`src/rtl/fb_write_arbiter.sv`:
```
// fb_write_arbiter: round-robin burst arbiter sharing one framebuffer write port between two requesters.
// Drops out-of-range addresses and aborts bursts that stall for too long.
module fb_write_arbiter #(
    parameter int c_ledboards = 30,
    parameter int c_bpc       = 12,
    parameter int c_max_time  = 1024,
    parameter int c_max_type  = 64,
    parameter int c_timeout   = 64,
    parameter int c_channels  = c_ledboards * 32,
    parameter int c_addr_w    = $clog2(c_channels),
    parameter int c_time_w    = $clog2(c_max_time),
    parameter int c_type_w    = $clog2(c_max_type)
) (
    input  logic                i_clk,
    input  logic                i_rst,
    input  logic [1:0]          i_valid,
    input  logic [1:0]          i_last,
    input  logic [c_addr_w-1:0] i_addr0,
    input  logic [c_addr_w-1:0] i_addr1,
    input  logic [c_bpc-1:0]    i_data0,
    input  logic [c_bpc-1:0]    i_data1,
    input  logic [c_time_w-1:0] i_time0,
    input  logic [c_time_w-1:0] i_time1,
    input  logic [c_type_w-1:0] i_type0,
    input  logic [c_type_w-1:0] i_type1,
    output logic [1:0]          o_ready,
    output logic                o_fb_wen,
    output logic [c_addr_w-1:0] o_fb_waddr,
    output logic [c_bpc-1:0]    o_fb_wdata,
    output logic [c_time_w-1:0] o_fb_time,
    output logic [c_type_w-1:0] o_fb_type,
    output logic [1:0]          o_grant,
    output logic                o_err_addr,
    output logic                o_abort
);
    localparam int c_tmo_w = $clog2(c_timeout);
    localparam logic [c_tmo_w-1:0] c_tmo_end = c_tmo_w'(c_timeout - 2);
    localparam logic [c_addr_w:0] c_lim = (c_addr_w + 1)'(c_channels);

    typedef enum logic {IDLE, BURST} state_t;
    state_t state, state_nx;
    logic rr, rr_nx, abort_nx, xfer, owner, sel_last, in_range;
    logic [1:0] grant_nx;
    logic [c_tmo_w-1:0] tmo, tmo_nx;
    logic [c_addr_w-1:0] sel_addr;
    logic [c_bpc-1:0] sel_data;
    logic [c_time_w-1:0] sel_time;
    logic [c_type_w-1:0] sel_type;

    assign o_ready  = {2{state == BURST}} & o_grant;
    assign xfer     = |(i_valid & o_ready);
    assign owner    = o_grant[1];
    assign sel_last = owner ? i_last[1] : i_last[0];
    assign sel_addr = owner ? i_addr1 : i_addr0;
    assign sel_data = owner ? i_data1 : i_data0;
    assign sel_time = owner ? i_time1 : i_time0;
    assign sel_type = owner ? i_type1 : i_type0;
    assign in_range = {1'b0, sel_addr} < c_lim;

    // The stall counter is at c_timeout-2 on the last stalled cycle before it would reach c_timeout-1.
    always_comb begin
        state_nx = state;
        grant_nx = o_grant;
        rr_nx    = rr;
        tmo_nx   = tmo;
        abort_nx = 1'b0;
        if (state == IDLE) begin
            tmo_nx = '0;
            if (|i_valid) begin
                state_nx = BURST;
                grant_nx = i_valid[rr] ? (2'b01 << rr) : (2'b10 >> rr);
            end
        end else if (xfer) begin
            tmo_nx = '0;
            if (sel_last) begin
                state_nx = IDLE;
                grant_nx = 2'b00;
                rr_nx    = ~owner;
            end
        end else if (tmo == c_tmo_end) begin
            state_nx = IDLE;
            grant_nx = 2'b00;
            rr_nx    = ~owner;
            abort_nx = 1'b1;
            tmo_nx   = '0;
        end else begin
            tmo_nx = tmo + 1'b1;
        end
    end

    always_ff @(posedge i_clk) begin
        if (i_rst) begin
            state      <= IDLE;
            rr         <= 1'b0;
            tmo        <= '0;
            o_grant    <= 2'b00;
            o_fb_wen   <= 1'b0;
            o_fb_waddr <= '0;
            o_fb_wdata <= '0;
            o_fb_time  <= '0;
            o_fb_type  <= '0;
            o_err_addr <= 1'b0;
            o_abort    <= 1'b0;
        end else begin
            state      <= state_nx;
            rr         <= rr_nx;
            tmo        <= tmo_nx;
            o_grant    <= grant_nx;
            o_fb_wen   <= xfer & in_range;
            o_err_addr <= xfer & ~in_range;
            o_abort    <= abort_nx;
            if (xfer && in_range) begin
                o_fb_waddr <= sel_addr;
                o_fb_wdata <= sel_data;
                o_fb_time  <= sel_time;
                o_fb_type  <= sel_type;
            end
        end
    end
endmodule

```
`config.mk`:
```
export PLATFORM = sky130hd
export DESIGN_NAME = fb_write_arbiter
export DESIGN_NICKNAME = d
export VERILOG_FILES = /design/src/rtl/fb_write_arbiter.sv
export SDC_FILE = /design/constraint.sdc
export NUM_CORES = 1
export LEC_CHECK = 0
export BUFFER_PORTS_ARGS = -buffer_cell sky130_fd_sc_hd__buf_2
export CAP_MARGIN = 20
export CORE_MARGIN = 3
export CORE_UTILIZATION = 40
export DETAILED_ROUTE_END_ITERATION = 10
export GPL_TIMING_DRIVEN = 0
export PLACE_DENSITY_LB_ADDON = 0.15
export SETUP_SLACK_MARGIN = 0.02
export SLEW_MARGIN = 15
export SYNTH_ARGS = -nofsm -noshare
export SYNTH_HDL_FRONTEND = slang
export SYNTH_SLANG_ARGS = --single-unit
```
`constraint.sdc`:
```
create_clock -name i_clk -period 2.8 [get_ports i_clk]
set_input_delay 0.56 -clock i_clk [delete_from_list [all_inputs] [get_ports i_clk]]
set_output_delay 0.56 -clock i_clk [all_outputs]
set_load 0.05 [all_outputs]
```
==> results by group <==
Status
  – Status: finished clean

CTS
  – Clock root cell: clkbuf_8
  – Clock Sinks: 51
  – CTS tree: built
  – Clk_lat worst skew: 0.30 ns
  – Post-CTS Resized: 0
  – # Post-CTS Setup Buffers: 0
  – Htree depth: 2
  – Total CTS buffers: 5
  – CTS Hold Bufs: 0
  – CTS max path bufs: 2
  – Worst-path clk slew: 0.09 ns

Drt
  – Routed Antenna Nets: 0
  – Drt first pass iters: 4
  – Iteration-0 DRC Markers: 110
  – Remaining DRCs: 0
  – Vias per cell: 5.299
  – Wirelength, routed: 6651 um
  – Vias: 2374
  – Wire per inst: 14.85 um

Critical path
  – CP cell instances: buf_4 > buf_2 > nand2_1 > inv_1 > buf_2
  – CP Capture Type: output port
  – CP most frequent cell: buf_2
  – Worst R2R Start: o_grant[1]
  – Kind of cell adding the most delay to the critical path: buffers and inverters
  – Worst stage delay on the critical path: 0.34 ns
  – CP max FO: 10
  – Critical Path RT: 2.24 ns
  – Crit path DAT: 1.58 ns
  – Flop2flop setup slack: 1.05 ns
  – CP Buf/Inv Count: 4
  – CP startpoint kind: flop
  – Worst path slowest cell: dfxtp_1
  – Critical path type: reg -> out
  – Critical path origin: o_grant[1]

Synth
  – Synth async-reset ratio: 0%
  – Syn_nets: 327
  – Post-synth top area cell: dfxtp_1
  – Prevailing post-synth register cell: dfxtp_1
  – Post-Syn Instances: 243
  – Count leader, synth: dfxtp_1
  – Top post-synthesis cells by count: dfxtp_1 (51), mux2i_1 (37), a31oi_1 (34)
  – Synth unique cells: 37
  – Avg Inst Size Synth: 9.984 um2
  – Count of state elements after synthesis: 51
  – Cell Area, Synth: 2426 um2
  – EDFF count, synth: 0
  – Area contributors post-synth: dfxtp_1 (42%), mux2i_1 (15%), a31oi_1 (8.8%)
  – Share of the synthesized area in the top cell type: 42.08%
  – Sequential area share after synthesis: 42.08%
  – Ys Warns: 0

Power
  – Maximum vdd drop: 276.9 uV
  – Pwr Density: 492.8 nW/um2
  – Static Leakage: 0.001392 uW
  – Design Power: 1590 uW

Global route
  – Initial antenna violation count: 0
  – Total congestion overflow: 0
  – Largest net degree at the start of global routing: 16
  – GRT Total Usage: 18.47%
  – Number of global-route vias before repair: 2292
  – First-pass GRT wire length: 10810 um

STA
  – # setup viols final: 0
  – Max Fclk: 467.2 MHz
  – Period utilization: 76.45%
  – Worst-Margin Slew: 0.7573 ns
  – Clock Skew: 0.004386 ns
  – Relative slew margins: 49.52%
  – Setup tns final: 0 ns
  – Max-slew violations: 0
  – Final Hold Viols: 0
  – Minimum clock period: 2.141 ns
  – RSZ-0062 raised after global routing: false

Floorplan
  – DIE HEIGHT: 83.88 um
  – Core Area: 5675 um2
  – Row count: 27
  – IO Pins: 127
  – Initial Util: 42.75%
  – Die Area: 7036 um2
  – Die X: 83.88 um

Cells and area
  – Final instance area: 3226 um2
  – Diode count: 0
  – Layout cell share with drive strength beyond 1: 41.49%
  – FILL cells: 539
  – Area Overhead vs Synth: 32.95%
  – Finished Layout Cells: 448
  – Layout Nets: 459

Min path
  – Hold path start: o_fb_waddr[6]
  – Hold Path Class: reg -> reg

Placement
  – Post-detail-place hpwl: 5017 um
  – Area post-placement: 3142 um2
  – Final Wtd Congestion: 0.8429
  – Placed Cells incl. Taps: 440
  – PortBufs: 125

Flow run
  – Max-Cap Viols: 0
==> placed cells by master, fill, tap and decap left out, types with 2 or more instances in the layout <==
cell type,Yosys,final
a211oi_2,6,6
buf_2,6,131
and2_1,2,2
clkbuf_1,15,15
a211oi_1,28,28
clkbuf_8,0,5
nor2_1,8,8
a31oi_1,34,34
o21a_1,5,5
buf_4,2,2
clkinv_2,0,3
buf_6,2,2
a21oi_1,8,8
xor2_1,3,3
dfxtp_1,51,51
ha_1,2,2
mux2i_1,37,37
inv_1,4,4
nand3_1,5,5
and3_1,2,2
nand2_1,4,4
nor3_1,2,2
==> worst reg2reg max path, cell delays in order (launching register included) <==
cell	delay, ns
dfxtp_1	0.34
buf_4	0.18
nand3_1	0.34
and3_4	0.35
buf_6	0.14
buf_6	0.15
o21a_1	0.17
==> final cells by class <==
class	instances	area (um2)	area share (%)
Buffer	25	123.9	3.840
Clock buffer	5	68.82	2.133
Clock inverter	3	15.01	0.4655
Inverter	4	15.01	0.4655
Multi-Input combinational cell	163	1266	39.26
Sequential cell	51	1021	31.65
Tap cell	72	90.09	2.793
Timing Repair Buffer	125	625.6	19.39
==> flip-flops by register name, summed over array words and instances (netlist names) <==
register    cells
o_err_addr      1
rr              1
o_fb_time      10
o_fb_wdata     12
o_abort         1
o_fb_wen        1
o_fb_type       6
o_grant         2
tmo             6
o_fb_waddr     10
state           1
==> kinds of logic after synthesis <==
kind of cell | Yosys count | share of synthesized area (%)
xor+xnor | 4 | 1.444
simple gates | 31 | 7.581
fa+ha+maj | 2 | 1.031
compound gates | 88 | 26.41
mux | 38 | 15.73
buf+inv | 29 | 5.724
flops | 51 | 42.08
==> metal layers <==
| metal | vias up | GRT usage, % | routed length [um] |
|---|---|---|---|
| met5 | - | 0 | 0 |
| met4 | 0 | 5.263 | 55 |
| met3 | 6 | 4.640 | 557 |
| met2 | 95 | 30.51 | 3105 |
| met1 | 1076 | 23.78 | 2933 |
| li1 | 1197 | - | - |
==> power breakdown <==
part / internal (uW) / total, uW / switching, uW
Clock: 172 / 404 / 233
Combinational: 144 / 404 / 260
Sequential: 762 / 781 / 19.4
Total: 1080 / 1590 / 512
==> metrics by stage <==
stage | worst slack [ns] | hold WS [ns] | utilization, %
after CTS | 0.6415 | 0.4695 | 56.83
final | 0.6594 | 0.4642 | 56.83
after global placement | 0.7462 | 0.4490 | 55.36
after global routing | 0.5413 | 0.4886 | 56.83
after detailed placement | 0.7036 | 0.4482 | 55.36
after floorplan | 0.7151 | 0.4414 | -
==> worst paths after layout <==
kind / to / depth (start not counted)
worst max-delay path: o_ready[1] / 5
worst min-delay path: o_fb_waddr[6] / 1
worst max register to register: o_fb_waddr[9] / 6
worst min register to register: o_fb_waddr[6] / 1
(Power assumes the default switching activity.)
